**config.mk**
```make
export PLATFORM = sky130hd
export DESIGN_NAME = conv_maxpool
export DESIGN_NICKNAME = d
export VERILOG_FILES = /design/src/rtl/maxpool_pkg.sv /design/src/rtl/maxpool_linebuf.sv /design/src/rtl/conv_maxpool.sv
export SDC_FILE = /design/constraint.sdc
export NUM_CORES = 1
export LEC_CHECK = 0
export BUFFER_PORTS_ARGS = -buffer_cell sky130_fd_sc_hd__buf_2
export CORE_MARGIN = 3
export CORE_UTILIZATION = 40
export DETAILED_ROUTE_END_ITERATION = 12
export GPL_TIMING_DRIVEN = 1
export PLACE_DENSITY = 0.55
export SKIP_CTS_REPAIR_TIMING = 1
export SYNTH_ARGS = -nofsm -noshare
export SYNTH_HDL_FRONTEND = slang
export SYNTH_HIERARCHICAL = 1
export SYNTH_SLANG_ARGS = --single-unit
export TNS_END_PERCENT = 10
```
**constraint.sdc**
```tcl
create_clock -name clk -period 4.5 [get_ports clk]
set_input_delay 0.225 -clock clk [delete_from_list [all_inputs] [get_ports clk]]
set_output_delay 0.225 -clock clk [all_outputs]
set_load 0.01 [all_outputs]
```
**src/rtl/maxpool_pkg.sv**
```systemverilog
// Shared types and helpers for the 2x2/stride-2 max-pool stage.
// MAXPOOL_RELU_EN selects signed comparison (and a ReLU clamp in the top).
package maxpool_pkg;

    typedef enum logic {
        IDLE = 1'b0,
        RUN  = 1'b1
    } state_t;

    localparam int DEFAULT_DATA_W = 8;
    localparam int MAX_W          = 64;

    // Operands arrive zero-extended in MAX_W bits; left-aligning the w-bit
    // value puts its sign bit at the MSB, so one compare serves either signedness.
    function automatic logic [MAX_W-1:0] max_val(input logic [MAX_W-1:0] a,
                                                 input logic [MAX_W-1:0] b,
                                                 input int unsigned      w);
        logic [MAX_W-1:0] a_l;
        logic [MAX_W-1:0] b_l;
        a_l = a << (MAX_W - w);
        b_l = b << (MAX_W - w);
`ifdef MAXPOOL_RELU_EN
        return ($signed(a_l) >= $signed(b_l)) ? a : b;
`else
        return (a_l >= b_l) ? a : b;
`endif
    endfunction

endpackage

```
**src/rtl/maxpool_linebuf.sv**
```systemverilog
// Line buffer holding the horizontal pair maxima of the previous even row.
// One synchronous write port, one combinational read port.
module maxpool_linebuf
#(
    parameter int DATA_W = 8,
    parameter int DEPTH  = 4,
    parameter int AW     = (DEPTH > 1) ? $clog2(DEPTH) : 1
)
(
    input  logic              clk,
    input  logic              we,
    input  logic [AW-1:0]     waddr,
    input  logic [DATA_W-1:0] wdata,
    input  logic [AW-1:0]     raddr,
    output logic [DATA_W-1:0] rdata
);

    logic [DATA_W-1:0] mem [DEPTH];

    // NOTE: no reset on the array -- every entry is written on an even row
    // before the following odd row reads it, so a reset would only cost area.
    always_ff @(posedge clk) begin
        if (we) begin
            mem[waddr] <= wdata;
        end
    end

    assign rdata = mem[raddr];

endmodule

```
**src/rtl/conv_maxpool.sv**
```systemverilog
// 2x2, stride-2 max pooling over a raster-order feature-map stream.
// Define MAXPOOL_RELU_EN for signed pixels with a fused ReLU clamp.
module conv_maxpool
    import maxpool_pkg::*;
#(
    parameter int DATA_W = DEFAULT_DATA_W,
    parameter int IMG_W  = 8,
    parameter int IMG_H  = 8
)
(
    input  logic              clk,
    input  logic              rst,
    input  logic              start,
    input  logic              in_valid,
    input  logic [DATA_W-1:0] in_data,
    output logic              in_ready,
    output logic              out_valid,
    output logic [DATA_W-1:0] out_data,
    output logic              busy,
    output logic              done
);

    localparam int CW       = $clog2(IMG_W);
    localparam int RW       = $clog2(IMG_H);
    localparam int LB_DEPTH = IMG_W / 2;
    localparam int LB_AW    = (LB_DEPTH > 1) ? $clog2(LB_DEPTH) : 1;

    state_t            state;
    state_t            state_next;
    logic [CW-1:0]     col;
    logic [RW-1:0]     row;
    logic [DATA_W-1:0] pair_q;
    logic [DATA_W-1:0] pm;
    logic [DATA_W-1:0] lb_rdata;
    logic [DATA_W-1:0] pooled;
    logic [LB_AW-1:0]  lb_addr;
    logic              accept;
    logic              last_pix;
    logic              lb_we;
    logic              emit;

    // NOTE: sequential state uses non-blocking assignments so every register
    // samples pre-edge values regardless of block ordering.
    always_ff @(posedge clk) begin
        if (rst) begin
            state <= IDLE;
        end else begin
            state <= state_next;
        end
    end

    // NOTE: default first, so every path assigns state_next and no latch forms.
    always_comb begin
        state_next = state;
        case (state)
            IDLE:    if (start)    state_next = RUN;
            RUN:     if (last_pix) state_next = IDLE;
            default: state_next = IDLE;
        endcase
    end

    always_comb begin
        in_ready = (state == RUN);
        busy     = (state == RUN);
    end

    assign accept   = in_valid & in_ready;
    assign last_pix = accept && (col == CW'(IMG_W - 1)) && (row == RW'(IMG_H - 1));
    assign lb_addr  = LB_AW'(col >> 1);
    assign lb_we    = accept & col[0] & ~row[0];
    assign emit     = accept & col[0] & row[0];

    always_ff @(posedge clk) begin
        if (rst) begin
            col <= '0;
            row <= '0;
        end else if (state == IDLE && start) begin
            col <= '0;
            row <= '0;
        end else if (accept) begin
            if (col == CW'(IMG_W - 1)) begin
                col <= '0;
                row <= (row == RW'(IMG_H - 1)) ? '0 : row + 1'b1;
            end else begin
                col <= col + 1'b1;
            end
        end
    end

    always_comb begin
        pm     = DATA_W'(max_val(MAX_W'(pair_q), MAX_W'(in_data), DATA_W));
        pooled = DATA_W'(max_val(MAX_W'(lb_rdata), MAX_W'(pm), DATA_W));
`ifdef MAXPOOL_RELU_EN
        if (pooled[DATA_W-1]) begin
            pooled = '0;
        end
`endif
    end

    always_ff @(posedge clk) begin
        if (rst) begin
            pair_q    <= '0;
            out_valid <= 1'b0;
            out_data  <= '0;
            done      <= 1'b0;
        end else begin
            out_valid <= emit;
            done      <= last_pix;
            if (accept && !col[0]) begin
                pair_q <= in_data;
            end
            if (emit) begin
                out_data <= pooled;
            end
        end
    end

    maxpool_linebuf #(
        .DATA_W (DATA_W),
        .DEPTH  (LB_DEPTH),
        .AW     (LB_AW)
    ) u_linebuf (
        .clk   (clk),
        .we    (lb_we),
        .waddr (lb_addr),
        .wdata (pm),
        .raddr (lb_addr),
        .rdata (lb_rdata)
    );

endmodule

```
# After elaboration in Yosys (flattened, before gate mapping)
# Memories as Yosys holds them, arrays and structs flattened. A register that Yosys moved wholly into a read port is not among the register bits.
# Index checks and enable logic that the tools add are counted.
[classes] add_sub_neg=2 n_lt_le_gt_ge=2 eq_ne=2 muxes=11 bitwise=6 reduce_logical=7
[ops] op="$ge 64x64->1" count=2
[ops] op="$mux 8" count=2
[ops] op="$add 3x1->3 const B" count=2
[ops] op="$eq 3x3->1 const B" count=2
[ops] op="$mux 3" count=2
[ops] op="$and 1x1->1" count=4
[ops] op="$logic_and 1x1->1" count=4
[ops] op="$mux 1" count=4
[ops] op="$mux 2" count=2
[ops] op="$not 1->1" count=2
[ops] op="$pmux 1 s2" count=1
[ops] op="$reduce_and 2->1" count=1
[ops] op="$reduce_or 2->1" count=1
[ops] op="$logic_not 1->1" count=1
[totals] regBits=25 mem_bits_rw=32 input_bits=12 output_inout_bits=12 wordCells=38 memories=1
[mem_list] name="u_linebuf.mem" words=4 word_bits=8 rd=1 rd_clocked_by_memory_dff=1 wr=1 line="maxpool_linebuf.sv:18" source="logic [DATA_W-1:0] mem [DEPTH];"

# Logic depth before layout (Yosys ltp)
# Gate-level depths: netlist of run 1.
[depth] ltp_word=5 depth_mapped=15 depth_no_buf=13

# By module
# The synthesis of run 1 kept the hierarchy.
[by_module_without_submodules] mod="conv_maxpool" n_inst=1 cells_each=171 area_per_inst_um2=1545.2 seq_area_each_um2=500.5
[by_module_without_submodules] mod="maxpool_linebuf" n_inst=1 cells_each=46 area_per_inst_um2=1188.6 seq_area_each_um2=960.9

# Worst setup path after synthesis of run 1
# OpenSTA, ideal clock, no wires.
[synth_timing] path_kind="register -> register" startpoint="register pair_q[2]" endpoint="register out_data[0]" setup_ps=79 t_arrival_ps=3121 t_required_ps=4421 path_slack_ps=1300 stages_incl_launch_ff=14 path_buffers=2 period_less_slack_ps=3200 path_cell_list="dfxtp_1 -> ha_1 -> a211oi_2 -> o21ai_1 -> a41oi_4 -> mux2i_1 -> ha_1 -> a21o_1 -> a21o_1 -> a221o_1 -> buf_6 -> nand2b_4 -> buf_6 -> o221ai_2"
[synth_between] elab_chain_len=4
[synth_rtl] element="from (decl)" line="conv_maxpool.sv:32" source="logic [DATA_W-1:0] pair_q;"
[synth_rtl] element="from (signal assigned)" line="conv_maxpool.sv:110" source="pair_q <= in_data;"
[synth_rtl] element="$ge 64x64->1" line="maxpool_pkg.sv:25" source="return (a_l >= b_l) ? a : b;"
[synth_rtl] element="$mux 8 *" line="maxpool_pkg.sv:25"
[synth_rtl] element="$ge 64x64->1" line="maxpool_pkg.sv:25"
[synth_rtl] element="$mux 8 *" line="maxpool_pkg.sv:25"
[synth_rtl] element="to (signal assigned)" line="conv_maxpool.sv:113" source="out_data <= pooled;"
[synth_rtl] element="to (decl)" line="conv_maxpool.sv:18" source="output logic [DATA_W-1:0] out_data,"
# Every way passes the cells marked *; elsewhere a longest branch is shown, timed or not.
# A chain may end at the register's enable or synchronous reset.

# Final worst setup path of run 1
# Ends and elaborated chain as after synthesis.

==> results of run 1 <==
==> layout make-up <==
type	instances	area share (%)
Clock buffer	9	3.95
Tap cell	77	3.07
Multi-Input combinational cell	134	36.5
Timing Repair Buffer	24	3.91
Clock inverter	7	3.79
Sequential cell	57	46.6
Inverter	18	2.15
==> power by group through the flow <==
| stage | Combinational [µW] | Sequential (µW) | Clock (µW) |
|---|---|---|---|
| global placement | 77.7 | 573 | 0 |
| CTS | 79.0 | 561 | 598 |
| floorplan | 58.5 | 571 | 0 |
| detailed placement | 78.6 | 573 | 0 |
| global route | 88.9 | 561 | 625 |
| finish | 77.5 | 561 | 582 |
==> synthesized netlist by cell type, drive strengths merged <==
master and n:
o211ai 7, and3b 2, a21o 3, nor2b 2
o22ai 1, nor2 17, nor3 3, and3 1
nand4 1, clkbuf 2, a211oi 2, edfxtp 32
nand3 10, ha 20, a221o 1, a41oi 1
inv 18, dfxtp 25, a31oi 1, and2 1
a21oi 8, nor3b 1, nand2 22, mux4 8
nand2b 2, mux2i 16, buf 6, o221ai 1
o21ai 3
==> final timing paths <==
path,start,cells after the start,end,slack (ns)
worst max-delay path,pair_q[2],11,out_data[0],1.07
worst min-delay path,in_data[2],3,pair_q[2],0.15
worst max register to register,pair_q[2],11,out_data[0],1.07
worst min register to register,row[1],2,row[1],0.46
==> registers in the layout, summed over array words and instances (netlist names) <==
| signal | count |
|---|---|
| out_data | 8 |
| done | 1 |
| col | 3 |
| pair_q | 8 |
| out_valid | 1 |
| busy | 1 |
| u_linebuf/mem | 32 |
| row | 3 |
==> logic make-up (layout without fill, tap and decap cells) <==
family	count (synthesis)	in the layout	synth area share (%)
muxes	24	24	12.4
adders and majority gates	20	20	9.15
and+or+nand+nor	62	62	11.1
AOI/OAI and AO/OA	28	28	9.15
buffers and inverters	26	58	4.67
DFF	57	57	53.5
==> routing by layer <==
metal	global-route usage (%)	wire (µm)	vias to the layer above
li1	-	-	843
met1	19.2	2550	808
met2	22.5	2340	26
met3	5.68	179	5
met4	5.77	48	0
met5	0	0	-
==> per-stage QoR <==
stage	worst slack (ns)	instance area [µm²]
2_1_floorplan	1.30	2730
3_3_place_gp	1.11	2890
3_5_place_dp	1.02	2890
4_1_cts	1.04	3140
5_1_grt	0.870	3140
6_report	1.07	3140
==> critical path, delay by kind of cell, from the launching register on <==
family | cells | cell delay, ns
compound gates | 7 | 1.77
mux | 1 | 0.39
fa+ha+maj | 2 | 0.61
flops | 1 | 0.33
simple gates | 1 | 0.25
==> results.ini, run 1 <==
[outcome]
outcome=complete, no violations

[cells_and_area]
seq_area_um2=1460
diodes=0
syn_to_final_growth_pct=14.7
layout-drive-gt1-share_pct=24.1
final_cells=326
final_nets=276
final_common_cell=edfxtp_1
multi_input_area_um2=1140
layout_common_cells=edfxtp_1, dfxtp_1, buf_2
utilization_pct=48.3
nFillCells=600

[clock_tree]
cts-root-buf=clkbuf_8
clock_path_buffers=2
cts_tree=yes
htree_levels=3
clk_pin_slew_ns=0.07
cts_inserted_buffers=9
clk_latency_ns=0.34
cts_sinks=57

[grt]
grt_pass1_vias=1692
grt_pass1_wl_mm=8.53
grt_start_max_net_pins=15
antenna_found_initial=0
overflow=0
track_usage_pct=14.9

[yosys]
synth_warnings=6
yosysSeqAreaShare_pct=53.5
syn_inst=217
yosysUniqueCellTypes=35
synth_nets=249
ys_ff_latch=57
avgSynthCellArea_um2=12.6
synth_top_area_cell=edfxtp_1
synth.top_cells.by_area=edfxtp_1, dfxtp_1, ha_1
syn_area_um2=2730
netlist.area_leader.share_pct=35.1

[hold_path]
min_path_type=in -> reg

[placed_design]
port_buffers=23
gp_congestion=0.787
dp_hpwl_mm=3.70
dp.cells=310

[sta]
maxSlewViolCount=0
tightestPinTransition_ns=0.720
max_freq_mhz=292
setup_tns_ns=0
hold_violations=0
post-route-period-util_pct=76.2
period_needed_ns=3.43
grt_setup_unrepaired=no
maxSlewHeadroom_pct=51.9
whs_ns=0.150
final-setup-viol-count=0
finClkSkew_ns=0.0113

[power_and_ir_drop]
vdd_drop_max_uv=178
seqPwrFrac_pct=46.0
switching_share_pct=21.9
clock_power_share_pct=47.7
p_comb_share_pct=6.3
cell_internal_pwr_uw=953
p_leak_uw=0.00139
power_density_nw_per_um2=389
p_total_uw=1220
switchingPower_uw=267

[die]
io_pins=24
die_area_um2=7860
core_area_um2=6490
start_util_pct=42.1
die_h_um=88.7
fp.dieW_um=88.7
rows=29

[critical_path]
cpMaxStageDelayCell=a221o_1
cp.required_ns=4.76
crit_path_end_kind=flip-flop
critical_path_class=reg -> reg
arrival_ns=3.69
slowest_delay_ns=0.46
crit_fanout=9
critical_path.startpoint_type=flip-flop
cp_cell_sequence=ha_1 > a211oi_2 > o21ai_1 > a41oi_4 > mux2i_1 > ha_1 > a21o_1 > a21o_1 > a221o_1 > nand2b_4 > o221ai_2

[routing]
routedWlPerCell_um=15.7
drt-vias-per-instance=5.16
drt_pass1_iterations=4
ant_nets=0
vias=1682
drt_iter0_drc=84
drt-total-wl_mm=5.12
route.detailed.drc=0

[job]
drv_cap=0

Power figures use the tool's default switching activity.
==> run 2: changes to the inputs <==
Settings changed: ABC_AREA set to 1.
Clock period 4.5 ns to 3.5 ns, I/O delays scaled along.
==> run 2 against run 1 <==
Against the previous run:
- sequential share of layout area fell by 4.5 points
- clock power rose by 13%
- global-route usage rose by 0.91 points
- combinational power rose by 120%
- final area rose by 11%
- flip-flop and latch count did not move
- register-to-register slack got worse by 0.21 ns
- critical path type unchanged
- critical endpoint is now out_data[1]
==> results.ini, run 2 <==
[clock_tree]
clk_latency_ns=0.33  ; about the same
clk_pin_slew_ns=0.07  ; about the same
htree_levels=3  ; unchanged
cts_sinks=57  ; unchanged
clock_path_buffers=2  ; unchanged
cts_tree=yes
cts-root-buf=clkbuf_8
cts_inserted_buffers=9  ; unchanged

[job]
drv_cap=0  ; unchanged

[grt]
antenna_found_initial=0  ; unchanged
grt_pass1_wl_mm=10.5  ; +23%
overflow=0  ; unchanged
track_usage_pct=15.8  ; +0.91 points
grt_start_max_net_pins=17  ; +2
grt_pass1_vias=2259  ; +34%

[cells_and_area]
regMostFlops=u_linebuf/mem
diodes=0  ; unchanged
final_common_cell=nand2_1
reg.largest.list=u_linebuf/mem x32, out_data x8, pair_q x8
layout-drive-gt1-share_pct=15.7  ; -8.4 points
layout_common_cells=nand2_1, inv_1, a21oi_1, edfxtp_1, nand3_1
largest_reg_flops=32  ; unchanged
syn_to_final_growth_pct=14.6  ; about the same
final_nets=423  ; +53%

[power_and_ir_drop]
power_density_nw_per_um2=449  ; +15%
vdd_drop_max_uv=253  ; +42%
p_leak_uw=0.00168  ; +21%
p_total_uw=1560  ; +28%

[die]
die_area_um2=8640  ; +9.9%
rows=31  ; +6.9%
start_util_pct=41.5  ; -0.60 points
io_pins=24  ; unchanged
die_h_um=93.0  ; +4.8%
fp.dieW_um=93.0  ; +4.8%
core_area_um2=7290  ; +12%

[critical_path]
cp.required_ns=3.72  ; -1.04 ns
reg2reg_slack_ns=0.86  ; -0.21 ns
worstReg2RegStart=pair_q[7]
critical_path_class=reg -> reg
crit_path_end_kind=flip-flop
reg2reg_depth=14  ; +3
r2r_end=out_data[1]
crit_fanout=9  ; unchanged
critical_path.startpoint_type=flip-flop
arrival_ns=2.86  ; -0.83 ns

[yosys]
syn_area_um2=3030  ; +11%
synth_edf_count=32  ; unchanged
syn_inst=358  ; +65%
synth_warnings=6  ; unchanged
synth_most_common_cell=nand2_1
yosysSeqAreaShare_pct=48.3  ; -5.2 points
ys_ff_latch=57  ; unchanged
synth.top_cells.by_area=edfxtp_1, dfxtp_1, nand2_1
synth_top_area_cell=edfxtp_1
ys.flop_type=edfxtp_1
synthTopCellsByCount=nand2_1, inv_1, a21oi_1, edfxtp_1, nand3_1
synth_nets=390  ; +57%
synthArstFlopShare_pct=0  ; unchanged
avgSynthCellArea_um2=8.45  ; -33%
netlist.area_leader.share_pct=31.8  ; -3.4 points
yosysUniqueCellTypes=29  ; -17%

[routing]
route.detailed.drc=0  ; unchanged
routedWlPerCell_um=12.4  ; -21%
drt_iter0_drc=78  ; -7.1%
drt-total-wl_mm=6.16  ; +20%
drt-vias-per-instance=4.61  ; -11%
drt_pass1_iterations=4  ; unchanged
vias=2281  ; +36%
ant_nets=0  ; unchanged

[hold_path]
min_path_type=in -> reg
min_to=busy
hold_depth=2  ; -1
hold_start=rst

[sta]
maxSlewViolCount=0  ; unchanged
tightestPinTransition_ns=0.566  ; -0.154 ns
period_needed_ns=2.64  ; -0.787 ns
final-setup-viol-count=0  ; unchanged
max_freq_mhz=378  ; +30%
post-route-period-util_pct=75.5  ; -0.71 points
hold_violations=0  ; unchanged
setup_tns_ns=0  ; unchanged
setup_ws_ns=0.857  ; -0.213 ns
grt_setup_unrepaired=no
finClkSkew_ns=0.00853  ; -0.00280 ns
maxSlewHeadroom_pct=62.2  ; +10 points

[placed_design]
port_buffers=23  ; unchanged
dp_hpwl_mm=4.62  ; +25%
gp_congestion=0.786  ; -0.19%
pre_cts_slack_ns=0.824  ; -0.200 ns

[outcome]
outcome=complete, no violations

-- run 2: metrics by stage --
stage	hold slack (ns)	instances	utilization, %	area [µm²]
floorplan	0.244	358	-	3030
global placement	0.413	479	44.7	3260
detailed placement	0.416	479	44.7	3260
CTS	0.0599	495	47.6	3470
global route	0.0821	495	47.6	3470
finish	0.0711	495	47.6	3470
-- run 2: area by class of cell --
cell class | count | area [µm²]
clock inverters | 6 | 82.6
flip-flops and latches | 57 | 1460
inverters | 76 | 288
clock buffers | 10 | 128
fillers | 752 | 3820
repair buffers | 29 | 160
well taps | 99 | 124
multi-input cells | 218 | 1220
-- run 2: cells by family after synthesis --
group | synth area share [%]
AOI/OAI and AO/OA | 8.85
adders and majority gates | 8.27
and+or+nand+nor | 23.4
buffers and inverters | 11.2
DFF | 48.3
-- run 2: worst max path at each step --
stage | startpoint | to | slack [ns] | cells past startpoint
floorplan | pair_q[7] | out_data[0] | 1.13 | 16
finish | pair_q[7] | out_data[1] | 0.86 | 14
detailed placement | in_data[7] | out_data[2] | 0.82 | 16
CTS | pair_q[7] | out_data[2] | 0.82 | 14
global placement | in_data[7] | out_data[0] | 0.88 | 16
global route | pair_q[3] | out_data[2] | 0.52 | 17
-- run 2: critical path, cell delays in order (launching register included) --
cell      delay, ns
dfxtp_1        0.32
ha_1           0.29
a21o_1         0.19
nor2_4         0.23
nand3_4        0.14
nand2_1        0.10
nand2_1        0.09
ha_1           0.32
nand2_1        0.08
inv_1          0.06
nand3_2        0.08
nor2_4         0.05
nand3b_2       0.29
a21oi_1        0.19
a21oi_1        0.08
-- run 2: per-layer routing --
| layer | vias up | wire [µm] | track usage [%] |
|---|---|---|---|
| met5 | - | 0 | 0 |
| met4 | 0 | 93 | 6.23 |
| met3 | 10 | 245 | 3.54 |
| met2 | 33 | 2960 | 26.3 |
| met1 | 1011 | 2860 | 19.9 |
| li1 | 1227 | - | - |
-- run 2: power by group --
group | total [µW] | switching, µW | internal, µW
Sequential | 731 | 6.26 | 725
Combinational | 168 | 111 | 56.7
Clock | 660 | 263 | 397
Total | 1560 | 380 | 1180
